`config.mk`:
```
export PLATFORM = sky130hd
export DESIGN_NAME = fetch_skid_buffer
export DESIGN_NICKNAME = d
export VERILOG_FILES = /design/src/rtl/fetch_skid_buffer.sv
export SDC_FILE = /design/constraint.sdc
export NUM_CORES = 1
export LEC_CHECK = 0
export BUFFER_PORTS_ARGS = -buffer_cell sky130_fd_sc_hd__clkbuf_2
export CAP_MARGIN = 20
export CORE_AREA = 2 2 116 107
export CTS_CLUSTER_SIZE = 20
export DETAILED_ROUTE_END_ITERATION = 16
export DIE_AREA = 0 0 118 109
export PLACE_DENSITY = 0.76
export SYNTH_ARGS = -nofsm -noshare
export SYNTH_HDL_FRONTEND = slang
export SYNTH_SLANG_ARGS = --single-unit
```
`constraint.sdc`:
```
create_clock -name clk -period 3.8 [get_ports clk]
set_input_delay 0.95 -clock clk [delete_from_list [all_inputs] [get_ports clk]]
set_output_delay 0.95 -clock clk [all_outputs]
set_load 0.1 [all_outputs]
```
`src/rtl/fetch_skid_buffer.sv`:
```
// Two-entry skid buffer between instruction fetch and decode, with flush/drain handling.
// Optional sticky overflow flag enabled by defining FETCH_SKID_OVERFLOW_EN.
module fetch_skid_buffer #(
  parameter logic [31:0] NOP_INSTR = 32'h00000013
) (
  input  logic        clk,
  input  logic        rst,
  input  logic        FETCH_stall,
  input  logic        FETCH_flush,
  input  logic        IMEM_valid,
  input  logic [31:0] IMEM_instr,
  input  logic [31:0] IMEM_pc,
  output logic        IMEM_ready,
  output logic        DEC_valid,
  output logic [31:0] DEC_instr,
  output logic [31:0] DEC_pc,
  output logic        overflow
);

  typedef enum logic [1:0] {
    EMPTY = 2'd0,
    ONE   = 2'd1,
    FULL  = 2'd2,
    DRAIN = 2'd3
  } state_t;

  state_t      r_state;
  state_t      w_state_nxt;
  logic [31:0] r_out_instr;
  logic [31:0] r_out_pc;
  logic [31:0] r_skid_instr;
  logic [31:0] r_skid_pc;
  logic [31:0] w_out_instr_nxt;
  logic [31:0] w_out_pc_nxt;
  logic [31:0] w_skid_instr_nxt;
  logic [31:0] w_skid_pc_nxt;
  logic        w_out_valid;

  always_ff @(posedge clk) begin
    if (rst) begin
      r_state      <= EMPTY;
      r_out_instr  <= NOP_INSTR;
      r_out_pc     <= 32'd0;
      r_skid_instr <= NOP_INSTR;
      r_skid_pc    <= 32'd0;
    end else begin
      r_state      <= w_state_nxt;
      r_out_instr  <= w_out_instr_nxt;
      r_out_pc     <= w_out_pc_nxt;
      r_skid_instr <= w_skid_instr_nxt;
      r_skid_pc    <= w_skid_pc_nxt;
    end
  end

  always_comb begin
    w_state_nxt      = r_state;
    w_out_instr_nxt  = r_out_instr;
    w_out_pc_nxt     = r_out_pc;
    w_skid_instr_nxt = r_skid_instr;
    w_skid_pc_nxt    = r_skid_pc;
    if (FETCH_flush) begin
      // Flush wins over everything; the response already in flight is dropped in DRAIN.
      w_state_nxt      = DRAIN;
      w_out_instr_nxt  = NOP_INSTR;
      w_out_pc_nxt     = 32'd0;
      w_skid_instr_nxt = NOP_INSTR;
      w_skid_pc_nxt    = 32'd0;
    end else begin
      case (r_state)
        EMPTY: begin
          if (IMEM_valid) begin
            w_out_instr_nxt = IMEM_instr;
            w_out_pc_nxt    = IMEM_pc;
            w_state_nxt     = ONE;
          end
        end
        ONE: begin
          if (!FETCH_stall) begin
            if (IMEM_valid) begin
              w_out_instr_nxt = IMEM_instr;
              w_out_pc_nxt    = IMEM_pc;
              w_state_nxt     = ONE;
            end else begin
              w_state_nxt = EMPTY;
            end
          end else if (IMEM_valid) begin
            w_skid_instr_nxt = IMEM_instr;
            w_skid_pc_nxt    = IMEM_pc;
            w_state_nxt      = FULL;
          end
        end
        FULL: begin
          // A response arriving here has nowhere to go and is dropped.
          if (!FETCH_stall) begin
            w_out_instr_nxt = r_skid_instr;
            w_out_pc_nxt    = r_skid_pc;
            w_state_nxt     = ONE;
          end
        end
        DRAIN: begin
          w_state_nxt = EMPTY;
        end
        default: begin
          w_state_nxt = EMPTY;
        end
      endcase
    end
  end

  assign w_out_valid = (r_state == ONE) || (r_state == FULL);
  assign IMEM_ready  = ((r_state == EMPTY) || (r_state == ONE)) && !FETCH_flush;
  assign DEC_valid   = w_out_valid;
  assign DEC_instr   = w_out_valid ? r_out_instr : NOP_INSTR;
  assign DEC_pc      = w_out_valid ? r_out_pc : 32'd0;

`ifdef FETCH_SKID_OVERFLOW_EN
  logic r_overflow;
  logic w_ovf_evt;

  assign w_ovf_evt = (r_state == FULL) && IMEM_valid && !FETCH_flush;

  always_ff @(posedge clk) begin
    if (rst) begin
      r_overflow <= 1'b0;
    end else if (w_ovf_evt) begin
      r_overflow <= 1'b1;
    end
  end

  assign overflow = r_overflow;
`else
  assign overflow = 1'b0;
`endif

endmodule

```
======== Yosys cells after proc, flatten, opt, wreduce, memory -nomap -nowiden ========
Cells that the tools add are included.
word-level totals
  register bits ........................... 130
  input bits .............................. 69
  word-level logic and storage cells ...... 40
  output and inout port bits .............. 67
cells by class
  muxes and demuxes ....................... 17
  reductions and logical operators ........ 10
  eq/ne operators ......................... 8
operators by type and width
  kind                                                                    number
  32-bit 2-to-1 mux                                                       8
  32-bit case mux with 3 select lines                                     2
  2-bit 2-to-1 mux                                                        5
  3-bit AND reduction                                                     3
  2-bit case mux with 4 select lines                                      1
  3-bit != test (second input constant)                                   2
  2-bit equality test (second input constant)                             2
  2-bit != test (second input constant)                                   2
  4-bit != test (second input constant)                                   1
  3-bit nonzero test                                                      1
  2-bit by 1-bit equality test with 1-bit output (second input constant)  1
  2-bit logical NOT                                                       1
  1-bit logical OR                                                        2
  2-bit OR reduction                                                      1
  1-bit logical AND                                                       1
  1-bit logical NOT                                                       1
  1-bit 2-to-1 mux                                                        1

======== Longest topological paths before layout ========
Gate-level depths: netlist (run 1).
  depth after elaboration ................. 4
  mapped depth ............................ 8
  depth with buffers taken out ............ 5

======== Worst setup path before layout (run 1) ========
No wires, ideal clock.
  path kind ............................... register to output
  from .................................... register r_state[1]
  to ...................................... output port DEC_instr[10]
  required time ........................... 2.850 ns
  slack ................................... 0.206 ns
  arrival time ............................ 2.644 ns
  buffers on the path ..................... 2
  cell stages (with the launch flop) ...... 6
  cell sequence ........................... dfxtp_1 inv_1 ha_1 clkbuf_1 clkbuf_1 and2_1
between the ends
  word-level cells in the longest chain between the ends .. 3
  elaborated cells between the ends (all ways) .. 4
  those cells by class .................... eq/ne: 2; mux: 1; reduce/logical: 1
ends and longest elaborated chain
  element                                                                                line  text
  start: declaration                                                                     27    state_t r_state;
  start signal: assignment                                                               47    r_state <= w_state_nxt;
  2-bit by 1-bit equality test with 1-bit output or 2-bit equality test (tied branches)  110   assign w_out_valid = (r_state == ONE) || (r_state == FULL);
  1-bit logical OR (*)                                                                   110
  named net DEC_valid                                                                    14    output logic DEC_valid,
  32-bit 2-to-1 mux (*)                                                                  113   assign DEC_instr = w_out_valid ? r_out_instr : NOP_INSTR;
  end: declaration                                                                       15    output logic [31:0] DEC_instr,
Mark *: on every way through the listed nets, which the timed path passes. The rest lies on a longest branch.

======== Final worst setup path (run 1) ========
  from .................................... register r_state[1]
  to ...................................... output port DEC_instr[6]
between the ends
  word-level cells in the longest chain between the ends .. 3
  elaborated cells between the ends (all ways) .. 4
  those cells by class .................... eq/ne: 2; mux: 1; reduce/logical: 1
ends and longest elaborated chain
  element                                                                                line
  2-bit by 1-bit equality test with 1-bit output or 2-bit equality test (tied branches)  110
  1-bit logical OR (*)                                                                   110
  32-bit 2-to-1 mux (*)                                                                  113
Mark *: on every way between the ends. The rest lies on a longest branch, timed or not.

==> summary.txt, run 1 <==
Floorplan
  • Die area: 12900 sq um
  • Starting Density: 0.536
  • # IOs: 136
  • Chip width: 118 um
  • Core footprint: 11700 sq um
  • Row cnt: 38
  • Die height: 109 um

Placement
  • Global placement routability congestion: 0.851
  • Setup Slack @ Placement: 0.921 ns
  • I/O Buffers: 134
  • Hpwl dp: 9.75 mm

Drt
  • DRC Markers: 0
  • Avg WL per Cell: 16.2 um
  • Total number of vias: 5516
  • Post-route ant nets: 0
  • Vias/cell: 5.49
  • Initial DRC Count: 353
  • Drt pass-1 iters: 4
  • Final WL: 16.3 mm

Clocking
  • CTS sink count: 130
  • Root Buffer: clkbuf_16
  • Hold_buf cts: 0
  • CTS H-tree lvls: 4
  • CTS clock-pin slew for the worst setup and hold paths: 0.06 ns
  • Clock Latency Late Sink: 0.41 ns
  • Post-CTS setup buffers: 0
  • Maximum buffer depth of the clock tree: 2
  • Post-CTS sizing: 0
  • CTS buffer count: 17
  • CTS tree: done

Worst setup path
  • Critical path's slowest cell: ha_2
  • Startpoint types: flip-flop
  • Worst path top cell family by delay: buffers and inverters
  • WP data arrival: 2.36 ns
  • Worst Setup End Kind: primary output
  • Peak per-stage delay on the critical path: 0.50 ns
  • Crit path cell chain: inv_1 -> ha_2 -> buf_12 -> and2_1 -> clkbuf_2
  • Worst EP required: 2.85 ns
  • Path depth of the worst reg2reg path: 6
  • WS Path Type: flip-flop to primary output
  • Worst-path fanout max: 51
  • CP Buf/Inv Count: 3
  • Worst path depth: 5

Timing
  • Tmin final: 3.31 ns
  • Worst-margin pin slew: 0.894 ns
  • Hold Fails Final Rpt: 0
  • Fin Clk Skew: 0.00681 ns
  • Unrepaired setup endpoints after global routing: no
  • Final setup TNS: 0 ns
  • Tightest hold margin: 0.451 ns
  • Final period util: 0.871
  • Final setup violation count: 0
  • Worst setup margin: 0.492 ns
  • Fin. max-slew vios: 0
  • Rel. slew slack: 0.404
  • Fmax achieved: 302 MHz

Pwr
  • P_leak: 2.90 nW
  • Peak VDD IR: 0.307 mV
  • PD cells: 553 nW/um^2

Logic synthesis
  • Yosys top cell area share: 0.414
  • Ys Warns: 0
  • Seq/Total Area, Yosys: 0.414
  • Top_reg_cell synth: dfxtp_1
  • Seq cells post-synth: 130
  • Area leader, netlist: dfxtp_1
  • Synthesized netlist cell count: 740
  • Syn nets: 814
  • Number of flops mapped to enable cells by yosys: 0
  • Mapped cell area: 6290 sq um
  • Syn avg cell area: 8.50 sq um
  • Main area contributors after synthesis: dfxtp_1 (41%), a211oi_1 (15%), mux2_2 (11%)
  • Ys async rst share: 0
  • Library cells used by synthesis: 30

Global route
  • First-pass GRT wire length: 26.3 mm
  • Initial antenna violation count: 1
  • Number of global-route vias before repair: 5385
  • Total grt overflow: 0
  • Largest net degree at the start of global routing: 69
  • Total track usage: 0.256

Finish
  • Fin util: 0.648
  • FILL cells: 973
  • Multi-input logic area: 3110 sq um
  • Area grow syn2layout: 20.9%
  • # diodes: 0
  • Nets: 906
  • Share of layout cells above drive strength 1: 0.291
  • Sequential cell area: 2600 sq um

Status
  • Status: complete, no violations

Min path
  • WHS Path Cells: 2
  • Worst min path class: flip-flop to flip-flop

Job
  • Maxcap violations: 0
==> logic make-up after synthesis <==
kind of cell	Yosys count	synth area share
simple gates	208	0.153
compound gates	197	0.212
buf+inv	135	0.0962
flops	130	0.414
mux	64	0.114
fa+ha+maj	5	0.00994
other cells	1	0.000596
==> worst min-delay path: stages (launching register included) <==
cell and delay, ns:
dfxtp_1 0.30, nand2_1 0.05, a21oi_1 0.05
==> state kept, by name, indices dropped and copies added (netlist names) <==
| signal | flops |
|---|---|
| r_skid_instr | 32 |
| r_out_instr | 32 |
| r_out_pc | 32 |
| r_skid_pc | 32 |
| r_state | 2 |
==> area by class of cell <==
cell class | instances | share of cell area
multi-input cells | 475 | 0.408
flip-flops and latches | 130 | 0.342
repair buffers | 144 | 0.103
clock buffers | 21 | 0.0618
inverters | 64 | 0.0316
clock inverters | 11 | 0.0270
well taps | 160 | 0.0263
==> power breakdown <==
| group | internal, W | switching (W) | leakage, nW |
|---|---|---|---|
| combinational | 0.000248 | 0.000644 | 1.51 |
| clock | 0.00128 | 0.000581 | 0.337 |
| sequential | 0.00142 | 0.0000320 | 1.06 |
| total | 0.00295 | 0.00126 | 2.90 |
==> cell usage in the layout, fill, tap and decap left out, types with 2 or more instances in the layout <==
| cell type | instances |
|---|---|
| nor2_1 | 3 |
| and2_1 | 61 |
| mux2i_1 | 3 |
| clkbuf_2 | 134 |
| clkbuf_16 | 17 |
| mux2_2 | 61 |
| ha_2 | 2 |
| buf_12 | 3 |
| clkinv_2 | 5 |
| a21oi_1 | 61 |
| clkbuf_8 | 3 |
| a211oi_1 | 124 |
| bufinv_16 | 6 |
| a311oi_1 | 2 |
| nand2b_2 | 2 |
| inv_1 | 64 |
| a211o_1 | 3 |
| ha_1 | 3 |
| nand3_1 | 3 |
| nand2_1 | 130 |
| dfxtp_1 | 130 |
| buf_4 | 7 |
| nand2b_1 | 4 |
==> path summary, 6_finish.rpt <==
kind	from	endpoint	slack, ns
setup / recovery	r_state[1]	DEC_instr[6]	0.49
hold reg to reg	r_skid_instr[15]	r_skid_instr[15]	0.45
hold / removal	r_skid_instr[15]	r_skid_instr[15]	0.45
setup reg to reg	r_state[1]	r_out_instr[1]	1.41
==> layer usage <==
layer / up-vias / routed length (um) / share of wire / track usage
li1: 2708 / - / - / -
met1: 2618 / 7000 / 0.43 / 0.309
met2: 164 / 8260 / 0.51 / 0.442
met3: 24 / 779 / 0.048 / 0.0586
met4: 2 / 264 / 0.016 / 0.108
met5: - / 16 / 0.00098 / 0
==> synth_stat cells, drive strengths merged, types with 3 or more instances <==
library cell,number
dfxtp,130
nand2,130
a211oi,125
inv,64
a21oi,61
and2,61
mux2,61
buf,41
clkbuf,30
nand2b,6
ha,5
nand3,4
a211o,3
mux2i,3
nor2,3
==> through the flow <==
step           total power, W  cells  area, sq um
2_1_floorplan         0.00220    740         6290
3_3_place_gp          0.00235    973         6930
3_5_place_dp          0.00237    973         6930
4_1_cts               0.00422   1005         7610
5_1_grt               0.00436   1005         7610
6_report              0.00421   1005         7610
(Power assumes the default switching activity.)
==> run 2: changes to the inputs <==
--- a/config.mk
+++ b/config.mk
@@ -7,11 +7,11 @@
 export LEC_CHECK = 0
 export BUFFER_PORTS_ARGS = -buffer_cell sky130_fd_sc_hd__clkbuf_2
 export CAP_MARGIN = 20
-export CORE_AREA = 2 2 116 107
+export CORE_AREA = 2 2 123 113
 export CTS_CLUSTER_SIZE = 20
 export DETAILED_ROUTE_END_ITERATION = 16
-export DIE_AREA = 0 0 118 109
-export PLACE_DENSITY = 0.76
+export DIE_AREA = 0 0 125 115
+export PLACE_DENSITY = 0.72
 export SYNTH_ARGS = -nofsm -noshare
 export SYNTH_HDL_FRONTEND = slang
 export SYNTH_SLANG_ARGS = --single-unit
==> constraint.sdc (replaced) <==
create_clock -name clk -period 2.8 [get_ports clk]
set_input_delay 0.7 -clock clk [delete_from_list [all_inputs] [get_ports clk]]
set_output_delay 0.7 -clock clk [all_outputs]
set_load 0.1 [all_outputs]
==> summary.txt, run 2 (synthesized netlist as in run 1, its figures left out) <==
Status
  • Status: complete, no violations (unchanged)

Floorplan
  • Starting Density: 0.480 (was 0.536)
  • Core footprint: 13100 sq um (was 11700 sq um)
  • # IOs: 136 (unchanged)
  • Chip width: 125 um (was 118 um)
  • Row cnt: 40 (was 38)
  • Die height: 115 um (was 109 um)
  • Die area: 14400 sq um (was 12900 sq um)

Job
  • Maxcap violations: 0 (unchanged)

Worst setup path
  • Worst EP required: 2.10 ns (was 2.85 ns)
  • Critical path's slowest cell: dfxtp_1 (was ha_2)
  • Worst path top cell family by delay: buffers and inverters (unchanged)
  • Worst Setup End Kind: primary output (unchanged)
  • Worst-path fanout max: 33 (was 51)
  • Peak per-stage delay on the critical path: 0.41 ns (was 0.50 ns)
  • WP data arrival: 1.96 ns (was 2.36 ns)
  • Startpoint types: flip-flop (unchanged)
  • WS Path Type: flip-flop to primary output (unchanged)
  • CP Buf/Inv Count: 3 (unchanged)
  • R2r setup slk: 0.60 ns (was 1.41 ns)
  • Crit path cell chain: inv_1 -> ha_2 -> buf_6 -> and2_2 -> buf_12 (was inv_1 -> ha_2 -> buf_12 -> and2_1 -> clkbuf_2)

Clocking
  • CTS buffer count: 17 (unchanged)
  • Clock Latency Late Sink: 0.42 ns (was 0.41 ns)
  • Maximum buffer depth of the clock tree: 2 (unchanged)
  • Hold_buf cts: 0 (unchanged)
  • CTS clock-pin slew for the worst setup and hold paths: 0.05 ns (was 0.06 ns)
  • CTS H-tree lvls: 4 (unchanged)
  • CTS tree: done (unchanged)
  • CTS sink count: 130 (unchanged)
  • Root Buffer: clkbuf_16 (unchanged)

Pwr
  • Total power: 0.00569 W (was 0.00421 W)
  • P_leak: 3.19 nW (was 2.90 nW)
  • Peak VDD IR: 0.411 mV (was 0.307 mV)
  • PD cells: 657 nW/um^2 (was 553 nW/um^2)

Global route
  • Total track usage: 0.234 (was 0.256)
  • Number of global-route vias before repair: 5416 (was 5385)
  • Largest net degree at the start of global routing: 68 (was 69)
  • Initial antenna violation count: 0 (was 1)
  • First-pass GRT wire length: 27.3 mm (was 26.3 mm)
  • Total grt overflow: 0 (unchanged)

Finish
  • Commonest cells after routing, fill and taps aside: nand2_1 (130), dfxtp_1 (129), a211oi_1 (124) (was clkbuf_2 (134), nand2_1 (130), dfxtp_1 (130))
  • Area grow syn2layout: 37.7% (was 20.9%)
  • Commonest non-fill, non-tap cell in the layout: nand2_1 (was clkbuf_2)
  • Post-route insts no fill: 1018 (was 1005)
  • Share of layout cells above drive strength 1: 0.368 (was 0.291)
  • Nets: 911 (was 906)
  • Fin util: 0.661 (was 0.648)
  • # diodes: 0 (unchanged)

Drt
  • Post-route ant nets: 0 (unchanged)
  • Total number of vias: 5542 (was 5516)
  • Avg WL per Cell: 16.1 um (was 16.2 um)
  • Initial DRC Count: 473 (was 353)
  • Vias/cell: 5.44 (was 5.49)
  • DRC Markers: 0 (unchanged)
  • Final WL: 16.4 mm (was 16.3 mm)
  • Drt pass-1 iters: 4 (unchanged)

Timing
  • Hold Fails Final Rpt: 0 (unchanged)
  • Worst-margin pin slew: 0.967 ns (was 0.894 ns)
  • Unrepaired setup endpoints after global routing: no (unchanged)
  • Final setup violation count: 0 (unchanged)
  • Final period util: 0.952
  • Fmax achieved: 375 MHz
  • Fin. max-slew vios: 0 (unchanged)
  • Tmin final: 2.66 ns
  • Fin Clk Skew: 0.00499 ns (was 0.00681 ns)
  • Final setup TNS: 0 ns (unchanged)
  • Rel. slew slack: 0.356 (was 0.404)
  • Tightest hold margin: 0.452 ns (was 0.451 ns)

Placement
  • Global placement routability congestion: 0.827 (was 0.851)
  • Hpwl dp: 9.86 mm (was 9.75 mm)
  • I/O Buffers: 134 (unchanged)
  • Placed cell count: 986 (was 973)

Min path
  • Worst min path class: flip-flop to flip-flop (unchanged)
run 2: cell count changes in the layout (fill, tap and decap cells not counted), moves of 2 or more:
cell,before,now
and2_1,61,0
and2_2,0,61
buf_12,3,68
buf_4,7,10
buf_6,0,2
bufinv_16,6,3
clkbuf_2,134,69
clkinvlp_4,0,2
run 2: per-stage QoR:
stage	area (sq um)	setup WS (ns)
2_1_floorplan	6370	-0.0436
3_3_place_gp	8040	0.509
3_5_place_dp	8040	0.474
4_1_cts	8660	0.0174
5_1_grt	8660	0.0222
6_report	8660	0.135
run 2: worst paths after layout:
path	to	cells after the start	startpoint
hold / removal	r_skid_pc[3]	2	r_skid_pc[3]
setup reg to reg	r_out_instr[3]	6	r_state[1]
hold reg to reg	r_skid_pc[3]	2	r_skid_pc[3]
setup / recovery	DEC_pc[2]	5	r_state[0]
run 2: cell type report:
cell class                      instances  area (sq um)
Sequential cell                       130          2600
Tap cell                              168           210
Fill cell                            1025          4450
Clock buffer                           22           484
Clock inverter                         10           130
Multi-Input combinational cell        475          3190
Inverter                               64           240
Timing Repair Buffer                  149          1800
run 2: what timing repair did:
action                     4_1_cts  5_1_grt
setup endpoints to repair        0       63
buffers inserted                 0        0
resized for setup                0        3
run 2: per-layer routing:
layer  global-route usage  wire, um
met3               0.0707       950
met2                0.370      7790
met5                    0         0
met4               0.0852       269
met1                0.306      7430
run 2: report_power, final:
group	total, W	internal [W]	switching (W)
Clock	0.00230	0.00149	0.000811
Combinational	0.00142	0.000518	0.000905
Sequential	0.00198	0.00193	0.0000436
run 2: tightest hold or removal path, cell delays in order, from the launching register on:
cell and delay, ns:
dfxtp_1 0.30, nand2_1 0.05, a21oi_1 0.05
